File: src/rtl/uart_rx_ctrl_pkg.sv
// Shared types and constants for the UART receive controller and its FIFO.
package uart_rx_ctrl_pkg;

  typedef enum logic [1:0] {
    IDLE    = 2'b00,
    CAPTURE = 2'b01,
    ACK     = 2'b10
  } state_t;

  // A FIFO entry is {parity_err, rx_byte}.
  localparam int ENTRY_W  = 9;
  localparam int PERR_BIT = 8;

endpackage

File: src/rtl/uart_rx_ctrl_fifo.sv
// Synchronous first-word-fall-through FIFO holding received bytes with their parity flag.
module uart_rx_ctrl_fifo
  import uart_rx_ctrl_pkg::*;
#(
  parameter int DEPTH = 16
) (
  input  logic                     clk,
  input  logic                     reset_n,
  input  logic                     push,
  input  logic [ENTRY_W-1:0]       push_data,
  input  logic                     pop,
  output logic [ENTRY_W-1:0]       head_data,
  output logic                     empty,
  output logic                     full,
  output logic [$clog2(DEPTH):0]   count
);

  localparam int AW = $clog2(DEPTH);
  localparam logic [AW:0] FULL_CNT = (AW+1)'(DEPTH);

  logic [ENTRY_W-1:0] mem [DEPTH];
  logic [AW-1:0]      wr_ptr;
  logic [AW-1:0]      rd_ptr;
  logic [AW:0]        cnt;
  logic [ENTRY_W-1:0] hold_q;
  logic               do_push;
  logic               do_pop;

  assign empty   = (cnt == '0);
  assign full    = (cnt == FULL_CNT);
  assign count   = cnt;
  assign do_pop  = pop && !empty;
  // A pop in the same cycle frees the slot the push needs.
  assign do_push = push && (!full || do_pop);

  // Once drained, the last popped entry stays visible instead of stale storage.
  assign head_data = empty ? hold_q : mem[rd_ptr];

  always_ff @(posedge clk) begin
    if (!reset_n) begin
      wr_ptr <= '0;
      rd_ptr <= '0;
      cnt    <= '0;
      hold_q <= '0;
    end else begin
      if (do_push) wr_ptr <= wr_ptr + AW'(1);
      if (do_pop) begin
        rd_ptr <= rd_ptr + AW'(1);
        hold_q <= mem[rd_ptr];
      end
      cnt <= cnt + {{AW{1'b0}}, do_push} - {{AW{1'b0}}, do_pop};
    end
  end

  always_ff @(posedge clk) begin
    if (do_push) mem[wr_ptr] <= push_data;
  end

endmodule

File: src/rtl/uart_rx_ctrl.sv
// UART receive controller: strobe capture FSM, RX FIFO, sticky error flags and interrupts.
// Optional idle-timeout interrupt is built when UART_RX_CTRL_TIMEOUT_EN is defined.
module uart_rx_ctrl
  import uart_rx_ctrl_pkg::*;
#(
  parameter int DEPTH         = 16,
  parameter int RX_THRESH     = 8,
  parameter int TIMEOUT_TICKS = 32
) (
  input  logic                   clk,
  input  logic                   reset_n,
  input  logic                   baud_clock,
  input  logic [7:0]             rx_byte,
  input  logic                   fifo_write,
  input  logic                   parity_err,
  input  logic                   framing_error,
  input  logic                   rx_idle,
  output logic                   read_rx_byte,
  output logic                   clear_parity,
  output logic                   clear_framing_error,
  input  logic                   host_rd,
  input  logic                   host_status_rd,
  output logic [7:0]             host_data,
  output logic                   host_perr,
  output logic                   fifo_empty,
  output logic                   fifo_full,
  output logic [$clog2(DEPTH):0] rx_count,
  output logic                   overrun,
  output logic                   frame_err,
  output logic                   irq_level,
  output logic                   irq_timeout
);

  localparam int CW = $clog2(DEPTH) + 1;
  localparam logic [CW-1:0] THRESH = CW'(RX_THRESH);

  state_t             state;
  state_t             state_nx;
  logic               strobe;
  logic               pending;
  logic [ENTRY_W-1:0] cap_q;
  logic               fe_q;
  logic               fe_rise;
  logic               fifo_push;
  logic               drop;
  logic [ENTRY_W-1:0] head;

  assign strobe    = ~fifo_write;
  assign fifo_push = (state == CAPTURE);
  assign fe_rise   = framing_error & ~fe_q;
  // host_rd on a full FIFO always pops, so the push then fits.
  assign drop      = fifo_push && fifo_full && !host_rd;

  always_comb begin
    state_nx = state;
    case (state)
      IDLE:    if (strobe || pending) state_nx = CAPTURE;
      CAPTURE: state_nx = ACK;
      ACK:     state_nx = IDLE;
      default: state_nx = IDLE;
    endcase
  end

  always_ff @(posedge clk) begin
    if (!reset_n) begin
      state               <= IDLE;
      pending             <= 1'b0;
      read_rx_byte        <= 1'b0;
      clear_parity        <= 1'b0;
      clear_framing_error <= 1'b0;
      fe_q                <= 1'b0;
      overrun             <= 1'b0;
      frame_err           <= 1'b0;
    end else begin
      state <= state_nx;
      if (state != IDLE && strobe) pending <= 1'b1;
      else if (state == IDLE)      pending <= 1'b0;
      read_rx_byte        <= (state == ACK);
      clear_parity        <= (state == ACK);
      clear_framing_error <= fe_rise;
      fe_q                <= framing_error;
      if (drop)                overrun <= 1'b1;
      else if (host_status_rd) overrun <= 1'b0;
      if (fe_rise)             frame_err <= 1'b1;
      else if (host_status_rd) frame_err <= 1'b0;
    end
  end

  // Reloading during CAPTURE is safe: the push on that edge takes the old value.
  always_ff @(posedge clk) begin
    if (strobe) cap_q <= {parity_err, rx_byte};
  end

  uart_rx_ctrl_fifo #(
    .DEPTH(DEPTH)
  ) u_fifo (
    .clk       (clk),
    .reset_n   (reset_n),
    .push      (fifo_push),
    .push_data (cap_q),
    .pop       (host_rd),
    .head_data (head),
    .empty     (fifo_empty),
    .full      (fifo_full),
    .count     (rx_count)
  );

  assign host_data = head[7:0];
  assign host_perr = head[PERR_BIT];
  assign irq_level = (rx_count >= THRESH);

`ifdef UART_RX_CTRL_TIMEOUT_EN
  localparam logic [7:0] TO_LIMIT = 8'(TIMEOUT_TICKS);

  logic [7:0] to_cnt;
  logic       to_irq;
  logic       push_ok;
  logic       pop_ok;

  assign pop_ok      = host_rd && !fifo_empty;
  assign push_ok     = fifo_push && (!fifo_full || pop_ok);
  assign irq_timeout = to_irq;

  // Counter parks at the limit so the interrupt holds until FIFO activity.
  always_ff @(posedge clk) begin
    if (!reset_n) begin
      to_cnt <= '0;
      to_irq <= 1'b0;
    end else if (push_ok || pop_ok) begin
      to_cnt <= '0;
      to_irq <= 1'b0;
    end else if (baud_clock && rx_idle && !fifo_empty && to_cnt != TO_LIMIT) begin
      to_cnt <= to_cnt + 8'd1;
      if (to_cnt + 8'd1 == TO_LIMIT) to_irq <= 1'b1;
    end
  end
`else
  logic unused_timeout_inputs;
  assign unused_timeout_inputs = &{1'b0, baud_clock, rx_idle};
  assign irq_timeout = 1'b0;
`endif

endmodule

File: config.mk
export PLATFORM = sky130hd
export DESIGN_NAME = uart_rx_ctrl
export DESIGN_NICKNAME = d
export VERILOG_FILES = /design/src/rtl/uart_rx_ctrl_pkg.sv /design/src/rtl/uart_rx_ctrl_fifo.sv /design/src/rtl/uart_rx_ctrl.sv
export SDC_FILE = /design/constraint.sdc
export NUM_CORES = 1
export LEC_CHECK = 0
export ABC_AREA = 0
export BUFFER_PORTS_ARGS = -buffer_cell sky130_fd_sc_hd__buf_4
export CAP_MARGIN = 25
export CORE_MARGIN = 10
export CORE_UTILIZATION = 38
export DETAILED_ROUTE_END_ITERATION = 6
export GPL_TIMING_DRIVEN = 0
export MAX_ROUTING_LAYER = met4
export SYNTH_ARGS = -nofsm -noshare
export SYNTH_HDL_FRONTEND = slang
export SYNTH_HIERARCHICAL = 1
export SYNTH_SLANG_ARGS = --single-unit
File: constraint.sdc
create_clock -name clk -period 4.2 [get_ports clk]
set_clock_uncertainty 0.15 [all_clocks]
set_input_delay 0.21 -clock clk [delete_from_list [all_inputs] [get_ports clk]]
set_output_delay 0.21 -clock clk [all_outputs]
set_load 0.01 [all_outputs]
==> results_dict.tcl <==
set metrics [dict create \
    pin_count 40 \
    synth_edf_count 153 \
    grt_pass1_vias 4146 \
    via_per_inst 4.99 \
    worstPathArrival_ns 3.50 \
    synth_area_leaders "edfxtp_1, dfxtp_1, mux4_2" \
    fin_crit_ns 3.33 \
    rsz0062_at_grt "false" \
    dpl.hpwl_um 10400 \
    power.share.sequential_pct 44.6 \
    critical-path-max-stage-delay_ns 0.51 \
    tns_ns 0 \
    cp_cell_sequence "inv_1 -> ha_1 -> or4b_4 -> nand2_1 -> inv_1 -> ha_1 -> inv_1 -> ha_1 -> fa_1 -> a21oi_1 -> nor2_1 -> or3_1 -> and3_1" \
    slew_violations 0 \
    whs_ns 0.0316 \
    worst_pin_slew_ns 1.01 \
    worst-path-buf-inv 3 \
    core_um2 19500 \
    slew_headroom_pct 32.1 \
    grt_pass1_wl_um 24000 \
    cts-buffers-inserted 17 \
    vias 3982 \
    period_share_pct 79.2 \
    initial_core_util_pct 38.6 \
    synth_warnings 6 \
    final_hold_viol_count 0 \
    die_h_um 161 \
    synth_nets 476 \
    irDropWorstVdd_mv 0.371 \
    cts_resized 0 \
    cts_htree_levels 4 \
    internal_power_uw 3470 \
    ant_nets 0 \
    clockBufferDepth 2 \
    drive_gt1_share_pct 22.0 \
    port_buffers 36 \
    netlist_area_um2 7510 \
    clock_sinks 187 \
    status "finished, final reports clean" \
    gp_congestion 0.765 \
    area_delta_synth_final_pct 17.9 \
    cp-start-kind "flip-flop" \
    cpLargestDelayFamily "simple AND/OR/NAND/NOR gates" \
    clkTransAtPathRegs_ns 0.07 \
    p_leak_uw 0.00300 \
    grt_overflow 0 \
    rrSetupSlack_ns 0.87 \
    finalInstanceArea_um2 8860 \
    crit_slowest_cell "or4b_4" \
    insertion_delay_ns 0.44 \
    postCtsSetupBuffers 0 \
    share_comb_of_total_power_pct 23.3 \
    die-area_um2 25800 \
    hold_buffers 14 \
    yosys.area.top_type_share_pct 61.1 \
    wl_um 15300 \
    clkPwrFrac_pct 32.1 \
    wl_per_cell_um 19.2 \
    num_rows 51 \
    grt_use_total_pct 12.7 \
    worstPathRequired_ns 4.38 \
    n_antenna_cell 0 \
    syn-mean-instance-area_um2 16.8 \
    drc 0 \
    synth.distinct_cells 52 \
    async_flop_share_pct 0 \
    switching_share_pct 29.1 \
    post_dp_cell_area_um2 8140 \
    cts_tree "built" \
    setup_viol 0 \
    power_switching_uw 1430 \
    fmax_ghz 0.301 \
    ys_ff_latch 187 \
    yosys.area.top_type "edfxtp_1" \
    drv_cap 0 \
    hold_path.class "in2reg" \
    nets 549 \
    cts-root-buf "clkbuf_16" \
    dr.pass1.iters 4 \
    cp-end-kind "flip-flop" \
    die_w_um 161 \
    path_class "reg2reg" \
    p_per_area_nw_per_um2 553 \
    syn_inst 447 \
    yosysSeqAreaShare_pct 70.2 \
    antenna_found_initial 0 \
    cp_max_fo 5 \
    synth_flop_cell "edfxtp_1" \
    grt_max_degree 19 \
    drt_first_iter_violations 282 \
]
## cell type report
cell class                      count  area, um2
Buffer                             20        139
Clock buffer                       18        429
Clock inverter                     14        148
Timing Repair Buffer               54        435
Fill cell                        1699      10600
Inverter                           13       48.8
Multi-Input combinational cell    227       2050
Sequential cell                   187       5280
Tap cell                          265        332
## logic make-up (layout without fill, tap and decap cells)
logic type	Yosys count	in the layout	share of synthesized area [%]
muxes	50	50	12.3
adders and majority gates	12	12	2.10
buffers and inverters	33	119	2.50
and+or+nand+nor	105	105	7.36
DFF	187	187	70.2
AOI/OAI and AO/OA	51	51	4.55
other	1	1	0.0499
xor gates and xnor gates	8	8	0.933
## metal layers
metal,track usage [%],vias to the layer above,share of wire [%]
li1,-,1865,-
met3,3.53,16,6.1
met4,4.42,0,1.5
met5,-,-,0
met2,19.5,107,48
met1,15.9,1994,44
## power groups by stage
stage | clock network [uW] | logic [uW] | registers, uW
2_1_floorplan | 0 | 702 | 2210
3_3_place_gp | 0 | 1130 | 2220
3_5_place_dp | 0 | 1150 | 2230
4_1_cts | 1600 | 1160 | 2190
5_1_grt | 1690 | 1260 | 2200
6_report | 1570 | 1140 | 2190
## registers in the layout (all words and copies together) (netlist names), named ones only
name	cells
u_fifo/hold_q	9
fe_q	1
u_fifo/rd_ptr	4
pending	1
frame_err	1
clear_framing_error	1
u_fifo/count	5
clear_parity	1
overrun	1
u_fifo/wr_ptr	4
state	2
u_fifo/mem	144
cap_q	9
## cell usage after synthesis, types with 2 or more instances
cell type  count
o21ai_0        2
and2_1        12
mux2_4         6
buf_6          3
buf_4          5
a21boi_1       4
nor3_1         6
nand2b_1       4
o21ai_1        4
xnor2_1        6
o22ai_1        7
buf_2          5
mux4_1         8
dfxtp_1       34
a22o_1         4
xor2_1         2
nor2b_1        6
mux2i_1       14
nand2_1       23
a21oi_1        9
inv_1         12
o21a_1         4
mux4_2        21
ha_1          11
a211oi_1       7
nand3_1       10
nor2_1        30
edfxtp_1     153
clkbuf_1       5
o211ai_1       8
## through the flow
step / cells / setup slack (ns) / util, % / power [uW]
finish: 798 / 0.874 / 45.5 / 4900
global route: 798 / 0.645 / 45.5 / 5160
CTS: 798 / 0.855 / 45.5 / 4960
detailed placement: 752 / 0.882 / 41.8 / 3380
global placement: 748 / 0.944 / 41.7 / 3350
floorplan: 447 / 1.13 / - / 2910
## worst reg2reg max path, cell delays in order (launching register included)
cell and delay, ns:
dfxtp_1 0.34, inv_1 0.09, ha_1 0.17, or4b_4 0.51, nand2_1 0.14, inv_1 0.12
ha_1 0.30, inv_1 0.04, ha_1 0.19, fa_1 0.40, a21oi_1 0.16, nor2_1 0.06
or3_1 0.35, and3_1 0.19
## cell usage in the layout, fill, tap and decap left out, types with 7 or more instances in the layout
| master | n |
|---|---|
| dfxtp_1 | 34 |
| buf_4 | 43 |
| nand2_1 | 23 |
| ha_1 | 11 |
| nor2_1 | 30 |
| o22ai_1 | 7 |
| inv_1 | 12 |
| and2_1 | 12 |
| nand3_1 | 10 |
| clkbuf_16 | 17 |
| mux4_1 | 8 |
| mux4_2 | 21 |
| a211oi_1 | 7 |
| buf_2 | 7 |
| dlygate4sd3_1 | 14 |
| a21oi_1 | 9 |
| edfxtp_1 | 153 |
| mux2i_1 | 14 |
| o211ai_1 | 8 |
## final timing paths
kind                                                 start                        endpoint  cells past startpoint
worst max-delay path            u_fifo/count[3]$_SDFF_PN0_      u_fifo/count[4]$_SDFF_PN0_                     13
worst min-delay path                            fifo_write            pending$_SDFFE_PN0P_                      3
worst max register to register  u_fifo/count[3]$_SDFF_PN0_      u_fifo/count[4]$_SDFF_PN0_                     13
worst min register to register             fe_q$_SDFF_PN0_  clear_framing_error$_SDFF_PN0_                      1
Power figures use the tool's default switching activity.
